==> src/rtl/pipe_pkg.sv <==
// Shared pipeline definitions: register index width, hazard-state encoding,
// and the destination-register shadow record carried down the pipe.
package pipe_pkg;

  localparam int REG_ADDR_W = 5;

  typedef enum logic [1:0] {
    HZ_RUN   = 2'd0,
    HZ_STALL = 2'd1,
    HZ_FLUSH = 2'd2
  } hz_state_e;

  typedef struct packed {
    logic [REG_ADDR_W-1:0] rd;
    logic                  regwrite;
    logic                  memread;
  } shadow_t;

endpackage : pipe_pkg

==> src/rtl/hazard_pipe_tracker_if.sv <==
// Signal bundle between the ID-stage instruction source and the hazard
// tracker: ID operand/destination info in, pipeline control and tracked
// destinations out.
interface hazard_pipe_tracker_if;
  import pipe_pkg::*;

  logic                  id_valid;
  logic [REG_ADDR_W-1:0] if_id_Rs1;
  logic [REG_ADDR_W-1:0] if_id_Rs2;
  logic                  id_uses_rs1;
  logic                  id_uses_rs2;
  logic [REG_ADDR_W-1:0] id_rd;
  logic                  id_Regwrite;
  logic                  id_Memread;
  logic                  branch_taken;

  logic                  pc_write;
  logic                  if_id_write;
  logic                  flush_if_id;
  logic                  id_ex_bubble;
  logic [REG_ADDR_W-1:0] id_ex_rd;
  logic [REG_ADDR_W-1:0] ex_mem_rd;
  logic [REG_ADDR_W-1:0] mem_wb_rd;
  logic                  id_ex_Memread;
  logic                  ex_mem_Regwrite;
  logic                  mem_wb_Regwrite;
  logic [1:0]            hz_state;

  modport master (
    output id_valid, if_id_Rs1, if_id_Rs2, id_uses_rs1, id_uses_rs2,
           id_rd, id_Regwrite, id_Memread, branch_taken,
    input  pc_write, if_id_write, flush_if_id, id_ex_bubble,
           id_ex_rd, ex_mem_rd, mem_wb_rd, id_ex_Memread,
           ex_mem_Regwrite, mem_wb_Regwrite, hz_state
  );

  modport slave (
    input  id_valid, if_id_Rs1, if_id_Rs2, id_uses_rs1, id_uses_rs2,
           id_rd, id_Regwrite, id_Memread, branch_taken,
    output pc_write, if_id_write, flush_if_id, id_ex_bubble,
           id_ex_rd, ex_mem_rd, mem_wb_rd, id_ex_Memread,
           ex_mem_Regwrite, mem_wb_Regwrite, hz_state
  );

endinterface : hazard_pipe_tracker_if

==> src/rtl/dest_shadow_stage.sv <==
// One pipeline register for the destination-register shadow record.
// 'clear' loads an empty record (bubble) instead of the incoming one.
module dest_shadow_stage
  import pipe_pkg::*;
(
  input  logic    clk,
  input  logic    rst_n,
  input  logic    clear,
  input  shadow_t d,
  output shadow_t q
);

  // Advance the record one stage, or insert an empty one on clear.
  always_ff @(posedge clk or negedge rst_n) begin
    // NOTE: non-blocking so every stage samples its predecessor's old value.
    if (!rst_n)     q <= '0;
    else if (clear) q <= '0;
    else            q <= d;
  end

endmodule : dest_shadow_stage

==> src/rtl/hazard_pipe_tracker.sv <==
// Hazard tracker for the 5-stage pipeline: shadows rd/Regwrite/Memread
// through ID/EX, EX/MEM, MEM/WB for the forwarding unit and resolves the
// load-use stall and taken-branch flush.
// Optional macro HAZARD_PERF_CNT_EN adds saturating stall/flush counters.
module hazard_pipe_tracker
  import pipe_pkg::*;
#(
  parameter int CNT_W = 32
) (
  input  logic                    clk,
  input  logic                    rst_n,
  hazard_pipe_tracker_if.slave    bus
`ifdef HAZARD_PERF_CNT_EN
  ,
  output logic [CNT_W-1:0]        stall_cnt,
  output logic [CNT_W-1:0]        flush_cnt
`endif
);

  shadow_t   id_next;
  shadow_t   id_ex_q;
  shadow_t   ex_mem_q;
  shadow_t   mem_wb_q;
  hz_state_e state_q;
  hz_state_e state_d;
  logic      load_use;
  logic      pc_write;
  logic      if_id_write;
  logic      flush_if_id;
  logic      id_ex_bubble;

  // A consumer in ID needs a value a load in EX has not produced yet.
  assign load_use = bus.id_valid && id_ex_q.memread && (id_ex_q.rd != '0) &&
                    ((bus.id_uses_rs1 && (bus.if_id_Rs1 == id_ex_q.rd)) ||
                     (bus.id_uses_rs2 && (bus.if_id_Rs2 == id_ex_q.rd)));

  // Pipeline control and next hazard state; a taken branch outranks a stall.
  always_comb begin
    // NOTE: defaults first so no path leaves an output unassigned (no latch).
    pc_write     = 1'b1;
    if_id_write  = 1'b1;
    flush_if_id  = 1'b0;
    id_ex_bubble = 1'b0;
    state_d      = HZ_RUN;
    if (bus.branch_taken) begin
      flush_if_id  = 1'b1;
      id_ex_bubble = 1'b1;
      state_d      = HZ_FLUSH;
    end else if (load_use) begin
      pc_write     = 1'b0;
      if_id_write  = 1'b0;
      id_ex_bubble = 1'b1;
      state_d      = HZ_STALL;
    end
  end

  // Record entering ID/EX; writes to x0 are never tracked as writes.
  always_comb begin
    id_next          = '0;
    id_next.rd       = bus.id_rd;
    id_next.regwrite = bus.id_Regwrite && (bus.id_rd != '0);
    id_next.memread  = bus.id_Memread;
  end

  dest_shadow_stage u_id_ex (
    .clk   (clk),
    .rst_n (rst_n),
    .clear (id_ex_bubble || !bus.id_valid),
    .d     (id_next),
    .q     (id_ex_q)
  );

  dest_shadow_stage u_ex_mem (
    .clk   (clk),
    .rst_n (rst_n),
    .clear (1'b0),
    .d     (id_ex_q),
    .q     (ex_mem_q)
  );

  dest_shadow_stage u_mem_wb (
    .clk   (clk),
    .rst_n (rst_n),
    .clear (1'b0),
    .d     (ex_mem_q),
    .q     (mem_wb_q)
  );

  // Remember last cycle's hazard action.
  always_ff @(posedge clk or negedge rst_n) begin
    if (!rst_n) state_q <= HZ_RUN;
    else        state_q <= state_d;
  end

`ifdef HAZARD_PERF_CNT_EN
  localparam logic [CNT_W-1:0] CNT_ONE = {{(CNT_W-1){1'b0}}, 1'b1};

  // Saturating event counters for stalls and flushes.
  always_ff @(posedge clk or negedge rst_n) begin
    if (!rst_n) begin
      stall_cnt <= '0;
      flush_cnt <= '0;
    end else begin
      if (load_use && !bus.branch_taken && !(&stall_cnt))
        stall_cnt <= stall_cnt + CNT_ONE;
      if (bus.branch_taken && !(&flush_cnt))
        flush_cnt <= flush_cnt + CNT_ONE;
    end
  end
`endif

  assign bus.pc_write        = pc_write;
  assign bus.if_id_write     = if_id_write;
  assign bus.flush_if_id     = flush_if_id;
  assign bus.id_ex_bubble    = id_ex_bubble;
  assign bus.id_ex_rd        = id_ex_q.rd;
  assign bus.id_ex_Memread   = id_ex_q.memread;
  assign bus.ex_mem_rd       = ex_mem_q.rd;
  assign bus.ex_mem_Regwrite = ex_mem_q.regwrite;
  assign bus.mem_wb_rd       = mem_wb_q.rd;
  assign bus.mem_wb_Regwrite = mem_wb_q.regwrite;
  assign bus.hz_state        = state_q;

endmodule : hazard_pipe_tracker

==> src/flat_wrapper.sv <==
// flat-port wrapper written by rule: the top's interface ports become plain ports
module hazard_pipe_tracker_flat import pipe_pkg::*;
#(
  parameter int CNT_W = 32
)
  (clk, rst_n, bus_id_valid, bus_if_id_Rs1, bus_if_id_Rs2, bus_id_uses_rs1, bus_id_uses_rs2, bus_id_rd, bus_id_Regwrite, bus_id_Memread, bus_branch_taken, bus_pc_write, bus_if_id_write, bus_flush_if_id, bus_id_ex_bubble, bus_id_ex_rd, bus_ex_mem_rd, bus_mem_wb_rd, bus_id_ex_Memread, bus_ex_mem_Regwrite, bus_mem_wb_Regwrite, bus_hz_state);
  hazard_pipe_tracker_if bus_i ();
  input  logic clk;
  input  logic rst_n;
  input wire logic [$bits(bus_i.id_valid)-1:0] bus_id_valid;
  input wire logic [$bits(bus_i.if_id_Rs1)-1:0] bus_if_id_Rs1;
  input wire logic [$bits(bus_i.if_id_Rs2)-1:0] bus_if_id_Rs2;
  input wire logic [$bits(bus_i.id_uses_rs1)-1:0] bus_id_uses_rs1;
  input wire logic [$bits(bus_i.id_uses_rs2)-1:0] bus_id_uses_rs2;
  input wire logic [$bits(bus_i.id_rd)-1:0] bus_id_rd;
  input wire logic [$bits(bus_i.id_Regwrite)-1:0] bus_id_Regwrite;
  input wire logic [$bits(bus_i.id_Memread)-1:0] bus_id_Memread;
  input wire logic [$bits(bus_i.branch_taken)-1:0] bus_branch_taken;
  output wire logic [$bits(bus_i.pc_write)-1:0] bus_pc_write;
  output wire logic [$bits(bus_i.if_id_write)-1:0] bus_if_id_write;
  output wire logic [$bits(bus_i.flush_if_id)-1:0] bus_flush_if_id;
  output wire logic [$bits(bus_i.id_ex_bubble)-1:0] bus_id_ex_bubble;
  output wire logic [$bits(bus_i.id_ex_rd)-1:0] bus_id_ex_rd;
  output wire logic [$bits(bus_i.ex_mem_rd)-1:0] bus_ex_mem_rd;
  output wire logic [$bits(bus_i.mem_wb_rd)-1:0] bus_mem_wb_rd;
  output wire logic [$bits(bus_i.id_ex_Memread)-1:0] bus_id_ex_Memread;
  output wire logic [$bits(bus_i.ex_mem_Regwrite)-1:0] bus_ex_mem_Regwrite;
  output wire logic [$bits(bus_i.mem_wb_Regwrite)-1:0] bus_mem_wb_Regwrite;
  output wire logic [$bits(bus_i.hz_state)-1:0] bus_hz_state;
  assign bus_i.id_valid = bus_id_valid;
  assign bus_i.if_id_Rs1 = bus_if_id_Rs1;
  assign bus_i.if_id_Rs2 = bus_if_id_Rs2;
  assign bus_i.id_uses_rs1 = bus_id_uses_rs1;
  assign bus_i.id_uses_rs2 = bus_id_uses_rs2;
  assign bus_i.id_rd = bus_id_rd;
  assign bus_i.id_Regwrite = bus_id_Regwrite;
  assign bus_i.id_Memread = bus_id_Memread;
  assign bus_i.branch_taken = bus_branch_taken;
  assign bus_pc_write = bus_i.pc_write;
  assign bus_if_id_write = bus_i.if_id_write;
  assign bus_flush_if_id = bus_i.flush_if_id;
  assign bus_id_ex_bubble = bus_i.id_ex_bubble;
  assign bus_id_ex_rd = bus_i.id_ex_rd;
  assign bus_ex_mem_rd = bus_i.ex_mem_rd;
  assign bus_mem_wb_rd = bus_i.mem_wb_rd;
  assign bus_id_ex_Memread = bus_i.id_ex_Memread;
  assign bus_ex_mem_Regwrite = bus_i.ex_mem_Regwrite;
  assign bus_mem_wb_Regwrite = bus_i.mem_wb_Regwrite;
  assign bus_hz_state = bus_i.hz_state;
  hazard_pipe_tracker #(.CNT_W(CNT_W)) u_core (.clk(clk), .rst_n(rst_n), .bus(bus_i));
endmodule
==> config.mk <==
export PLATFORM = sky130hd
export DESIGN_NAME = hazard_pipe_tracker_flat
export DESIGN_NICKNAME = d
export VERILOG_FILES = /design/src/rtl/pipe_pkg.sv /design/src/rtl/hazard_pipe_tracker_if.sv /design/src/rtl/dest_shadow_stage.sv /design/src/rtl/hazard_pipe_tracker.sv /design/src/flat_wrapper.sv
export SDC_FILE = /design/constraint.sdc
export NUM_CORES = 1
export LEC_CHECK = 0
export ABC_CLOCK_PERIOD_IN_PS = 2000
export CORE_MARGIN = 1.5
export CORE_UTILIZATION = 37
export DETAILED_ROUTE_END_ITERATION = 8
export GPL_ROUTABILITY_DRIVEN = 0
export PLACE_DENSITY = 0.89
export SKIP_LAST_GASP = 1
export SYNTH_ARGS = -nofsm -noshare
export SYNTH_HDL_FRONTEND = slang
export SYNTH_SLANG_ARGS = --single-unit
==> constraint.sdc <==
create_clock -name clk -period 2 [get_ports clk]
set_clock_uncertainty 0.05 [all_clocks]
set_input_delay 0.2 -clock clk [delete_from_list [all_inputs] [get_ports clk]]
set_output_delay 0.2 -clock clk [all_outputs]
set_load 0.05 [all_outputs]
==> results of run 1 <==
==> cells in the final DEF, fill, tap and decap left out <==
cell type and n:
a21oi_4 1, buf_12 2, buf_4 6, buf_6 1
buf_8 1, clkbuf_4 3, clkdlybuf4s50_1 42, clkinv_2 1
dfrtp_1 18, dfrtp_2 3, nand2_1 6, nand2b_4 1
nand3_1 2, nor2b_1 1, nor3_1 6, nor4_1 2
nor4b_2 1, o211ai_2 1, o21ai_0 1, or2_4 1
or4_1 1, or4_4 1, xnor2_1 2, xor2_1 8
==> layout make-up <==
class,instances,area (um^2),share of cell area
clock buffer,3,22.5,0.0163
clock inverter,1,5.00,0.00362
multi-input combinational,35,259,0.188
sequential,21,529,0.383
tap,27,33.8,0.0245
timing repair buffer,52,532,0.385
==> through the flow <==
step	setup TNS [ns]	power, mW	area, um^2
after floorplan	0	0.556	838
after global placement	-0.0339	0.650	1330
after detailed placement	-0.107	0.654	1330
after CTS	-0.503	0.855	1380
after global routing	-0.615	0.872	1380
final	-0.406	0.840	1380
==> routing by layer <==
metal	part of all wire	wire (um)
met5	0	0
met4	0.029	51
met3	0.11	201
met2	0.49	869
met1	0.36	644
==> flip-flops by register name (all words and copies together), names as in the netlist <==
name                 flops
u_core.u_id_ex.q         7
u_core.u_mem_wb.q        6
u_core.bus.hz_state      2
u_core.u_ex_mem.q        6
==> Yosys cell counts <==
| library cell | count |
|---|---|
| o21ai_0 | 1 |
| nor2b_1 | 1 |
| buf_1 | 2 |
| o211ai_2 | 1 |
| nand2b_1 | 1 |
| nor3_1 | 6 |
| buf_4 | 7 |
| nand2_1 | 6 |
| xnor2_1 | 2 |
| dfrtp_1 | 21 |
| or2_1 | 1 |
| or4_1 | 2 |
| nand3_1 | 2 |
| nor4b_2 | 1 |
| a21oi_4 | 1 |
| nor4_1 | 2 |
| xor2_1 | 8 |
==> worst max path at each step <==
stage,from,endpoint,slack [ns]
final,u_core.u_id_ex.q[4],bus_id_ex_bubble,-0.19
after global routing,u_core.u_id_ex.q[4],bus_id_ex_bubble,-0.25
after CTS,u_core.u_id_ex.q[4],bus_id_ex_bubble,-0.23
after detailed placement,bus_if_id_Rs2[4],bus_id_ex_bubble,-0.08
after global placement,bus_if_id_Rs1[3],bus_id_ex_bubble,-0.03
after floorplan,u_core.u_id_ex.q[2],bus_id_ex_bubble,0.04
==> logic make-up after synthesis <==
logic type	Yosys count	share of synthesized area
AOI/OAI and AO/OA	3	0.0407
xor gates and xnor gates	10	0.105
buffers and inverters	9	0.0723
DFF	21	0.633
and+or+nand+nor	22	0.149
==> worst register-to-register path: cells and delay by family (launching register included) <==
kind,cells,cell delay [ns]
buf+inv,2,0.30
compound gates,2,0.27
flops,1,0.46
simple gates,2,0.75
==> timing repair <==
item | 4_1_cts | 5_1_grt
gates resized for setup | 8 | 0
pin swaps | 6 | 1
buffers inserted | 1 | 0
endpoints found under the setup margin | 3 | 3
gates cloned | 0 | 0
==> report_power, final <==
part	switching, mW	total [mW]	internal [mW]
clock	0.118	0.193	0.0746
sequential	0.0100	0.450	0.440
combinational	0.104	0.197	0.0928
==> flow_metrics.py, run 1 <==
metrics = {
    "run_status": {
        "status": "finished with violations",
        "violations": "negative setup slack",
    },
    "synthesis": {
        "synth.avg_cell_area_um2": 12.8,
        "yosysWarningCount": 0,
        "syn_inst": 65,
        "synth_largest_area_cell": "dfrtp_1",
        "yosys_register_bits": 21,
        "synth_seq_area_share": 0.633,
        "ys_types": 17,
        "synth_area_leaders": "dfrtp_1 63%, xor2_1 8.4%, buf_4 6.3%, nor3_1 3.6%, nand2_1 2.7%",
        "synth_area_um2": 831,
        "yosysTopAreaCellShare": 0.633,
        "synth_fp_nets": 88,
    },
    "place": {
        "port_buffers": 46,
        "place_hpwl_um": 1420,
        "pre_cts_slack_ns": -0.0773,
        "dp_cells": 134,
    },
    "critical_path": {
        "rr_endpoint": "u_core.u_id_ex.q[1]",
        "crit_slowest_cell": "or4_4",
        "r2r-start": "u_core.u_id_ex.q[4]",
        "crit_required_ns": 1.75,
        "cp.depth": 5,
        "cpPeakStageDelay_ns": 0.52,
        "cp_top_family": "simple AND/OR/NAND/NOR gates",
        "start_kind": "register",
        "path_cells": "or4_4, o211ai_2, a21oi_4, or2_4, buf_12",
        "crit_fanout": 5,
        "end_kind": "output port",
        "r2r_slack_ns": 0.09,
        "crit_arrival_ns": 1.94,
        "cp.buffers_inverters": 1,
        "worst-r2r-cell-count": 6,
        "path_class": "register to output port",
    },
    "die": {
        "start_util": 0.407,
        "rows": 16,
        "fp.dieH_um": 50.4,
        "die_w_um": 50.4,
        "core-area_mm2": 0.00204,
        "ioPinCount": 47,
        "die_area_mm2": 0.00254,
    },
    "clock_network": {
        "clk_pin_slew_ns": 0.11,
        "clockBufferDepth": 2,
        "clock_latency_ns": 0.30,
        "cts-htree-levels": 1,
        "cts_root_buffer": "clkbuf_4",
        "clkSinkCount": 21,
        "postCtsHoldBufs": 0,
        "cts-buffers-inserted": 3,
        "tritoncts": "built",
    },
    "power": {
        "peakVddDrop_v": 0.000339,
        "power_density_mw_per_mm2": 608,
        "p_leak_nw": 0.611,
    },
    "final_layout": {
        "fin_util": 0.676,
        "drive_above_1_share": 0.205,
        "instances_no_fill": 139,
        "antennaDiodeCount": 0,
        "nets": 136,
        "nFillCells": 164,
        "area_delta_synth_final_pct": 66.3,
    },
    "global_route": {
        "grtUsageMet1": 0.156,
        "grt.overflow.total": 0,
        "grt_pass1_vias": 653,
        "met3_usage": 0.0476,
        "grt_usage": 0.152,
        "grt_pass1_wl_um": 2820,
        "grt_use_met2": 0.268,
        "top_usage_layer": "met2",
        "grt_max_degree": 22,
        "antenna_found_initial": 0,
    },
    "timing": {
        "timing.final.ws_setup_ns": -0.193,
        "fin_crit_sh": 1.10,
        "slew_violations": 0,
        "relSlewSlack": 0.662,
        "finalSetupViolCount": 3,
        "rsz0062_at_grt": "true",
        "min_period_ns": 2.19,
        "whs_ns": 0.179,
        "tightest_slew_ns": 0.505,
        "max_freq_mhz": 456,
        "finalHoldViolCount": 0,
    },
    "routing": {
        "totalWireLength_um": 1770,
        "ant_nets": 0,
        "initialDrtViolationCount": 0,
        "drc": 0,
        "avgViaCountPerCell": 4.56,
        "wl_per_cell_um": 12.7,
        "vias": 634,
        "dr.pass1.iters": 1,
    },
    "flow_run": {
        "cap_violations": 0,
    },
    "worst_hold_path": {
        "hp-class": "input pin to async pin",
    },
}
Power figures use the tool's default switching activity.
==> run 2, diff against run 1 <==
--- a/config.mk
+++ b/config.mk
@@ -8,2 +8,3 @@
 export ABC_CLOCK_PERIOD_IN_PS = 2000
+export CAP_MARGIN = 40
 export CORE_MARGIN = 1.5
==> constraint.sdc (replaced) <==
create_clock -name clk -period 2 [get_ports clk]
set_clock_uncertainty 0.05 [all_clocks]
set_input_delay 0.5 -clock clk [delete_from_list [all_inputs] [get_ports clk]]
set_output_delay 0.5 -clock clk [all_outputs]
set_load 0.05 [all_outputs]
==> run 2 against run 1 <==
The run still ends with negative setup slack left. Clock power grew 4%. Maximum frequency decreased by 12%. Clock-buffer cell count did not move. Cell count is 4.3% higher. Global-route usage about the same. Critical endpoint unchanged. Largest cell class unchanged. Largest power group unchanged.
==> flow_metrics.py, run 2 (same netlist as run 1, synthesis figures left out) <==
metrics = {
    "clock_network": {
        "cts-buffers-inserted": 3,
        "clk_pin_slew_ns": 0.12,
        "cts-htree-levels": 1,
        "cts_root_buffer": "clkbuf_4",
        "clock_latency_ns": 0.29,
        "postCtsHoldBufs": 0,
        "clkSinkCount": 21,
        "tritoncts": "built",
        "clockBufferDepth": 2,
    },
    "worst_hold_path": {
        "hp-class": "register to register",
    },
    "timing": {
        "finalHoldViolCount": 0,
        "rsz0062_at_grt": "true",
        "finalSetupViolCount": 3,
        "fin_crit_sh": 1.24,
        "max_freq_mhz": 402,
        "timing.final.ws_setup_ns": -0.485,
        "slew_violations": 0,
        "relSlewSlack": 0.663,
        "whs_ns": 0.310,
        "min_period_ns": 2.49,
        "tightest_slew_ns": 0.505,
        "tns_ns": -1.30,
    },
    "place": {
        "port_buffers": 46,
        "pre_cts_slack_ns": -0.603,
        "post_dp_cell_area_mm2": 0.00133,
    },
    "final_layout": {
        "multi_input_area_um2": 262,
        "largest_reg_flops": 7,
        "seq_area_um2": 526,
        "area_delta_synth_final_pct": 69.4,
        "final_common_cell": "buf_4",
        "fin_area_mm2": 0.00141,
        "antennaDiodeCount": 0,
        "largest_register": "u_core.u_id_ex.q",
        "nets": 142,
        "nFillCells": 148,
        "drive_above_1_share": 0.347,
        "layout_common_cells": "25 x buf_4, 21 x dfrtp_1, 14 x clkdlybuf4s50_1, 8 x xor2_1, 8 x dlymetal6s2s_1",
        "largestRegisters": "u_core.u_id_ex.q (7), u_core.u_ex_mem.q (6), u_core.u_mem_wb.q (6)",
    },
    "run_status": {
        "status": "finished with violations",
        "violations": "negative setup slack",
    },
    "routing": {
        "dr.pass1.iters": 2,
        "totalWireLength_um": 1820,
        "drc": 0,
        "avgViaCountPerCell": 4.59,
        "vias": 665,
        "wl_per_cell_um": 12.6,
        "ant_nets": 0,
        "initialDrtViolationCount": 7,
    },
    "critical_path": {
        "crit_fanout": 4,
        "crit_arrival_ns": 1.94,
        "path_class": "register to output port",
        "start_kind": "register",
        "end_kind": "output port",
        "crit_slowest_cell": "or4_1",
        "cpPeakStageDelay_ns": 0.51,
        "crit_required_ns": 1.45,
        "path_cells": "or4_1, o211ai_2, a21oi_4, or2_4, buf_12",
    },
    "global_route": {
        "grt_pass1_wl_um": 2950,
        "grt_usage": 0.153,
        "grt.overflow.total": 0,
        "grt_max_degree": 22,
        "grt_pass1_vias": 680,
        "antenna_found_initial": 0,
    },
    "die": {
        "rows": 16,
        "start_util": 0.407,
        "core-area_mm2": 0.00204,
        "ioPinCount": 47,
        "die_w_um": 50.4,
        "die_area_mm2": 0.00254,
        "fp.dieH_um": 50.4,
    },
    "power": {
        "total_power_mw": 0.850,
        "peakVddDrop_v": 0.000402,
        "power_density_mw_per_mm2": 604,
        "p_leak_nw": 0.786,
    },
    "flow_run": {
        "cap_violations": 0,
    },
}
run 2: changes by cell type in the layout (fill, tap and decap cells not counted), moves of 3 or more:
cell,previous run,this run
dfrtp_1,18,21
buf_6,1,4
clkdlybuf4s50_1,42,14
dlymetal6s2s_1,0,8
buf_4,6,25
dfrtp_2,3,0
dlygate4sd2_1,0,5
run 2: area by class of cell:
| class | count | share of cell area |
|---|---|---|
| Clock buffer | 3 | 0.0160 |
| Clock inverter | 1 | 0.00533 |
| Multi-Input combinational cell | 35 | 0.186 |
| Sequential cell | 21 | 0.373 |
| Tap cell | 27 | 0.0240 |
| Timing Repair Buffer | 58 | 0.396 |
run 2: worst max-delay path, delay by kind of cell, from the launching register on:
family	cells	cell delay [ns]
and+or+nand+nor	2	0.76
DFF	1	0.46
AOI/OAI and AO/OA	2	0.27
buffers and inverters	1	0.15
run 2: final timing paths:
check	endpoint	start	slack, ns	cells after the start
worst max-delay path	bus_id_ex_bubble	u_core.u_id_ex.q[5]	-0.49	5
worst min-delay path	u_core.u_ex_mem.q[1]	u_core.u_id_ex.q[1]	0.31	0
worst max register to register	u_core.u_id_ex.q[1]	u_core.u_id_ex.q[5]	0.22	5
worst min register to register	u_core.u_ex_mem.q[1]	u_core.u_id_ex.q[1]	0.31	0
max in group asynchronous	u_core.bus.hz_state[1]	rst_n	1.22	2
min in group asynchronous	u_core.u_mem_wb.q[4]	rst_n	0.48	2
run 2: power by group:
part / switching (mW) / internal (mW)
Combinational: 0.110 / 0.0902
Sequential: 0.00868 / 0.440
Clock: 0.125 / 0.0759
Total: 0.244 / 0.606
run 2: metal layers:
metal  track usage  wire length (um)  vias up
met3        0.0417               174        4
met5             0                 0        -
met1         0.165               689      307
met4        0.0450                23        0
li1              -                 -      317
met2         0.287               934       37
run 2: metrics by stage:
step,cells,util
global placement,139,0.650
CTS,144,0.671
floorplan,65,-
detailed placement,139,0.650
finish,145,0.689
global route,145,0.689
run 2: what timing repair did:
action	CTS	global route
gates resized for setup	8	10
pin swaps	6	6
endpoints found under the hold margin	0	0
endpoints found under the setup margin	3	14
setup buffers	1	1
==> run 3, diff against run 2 <==
Settings changed: ABC_CLOCK_PERIOD_IN_PS 2000 to default.
==> results of run 3 <==
No change in the layout: final DEF, timing and power equal those of run 2.
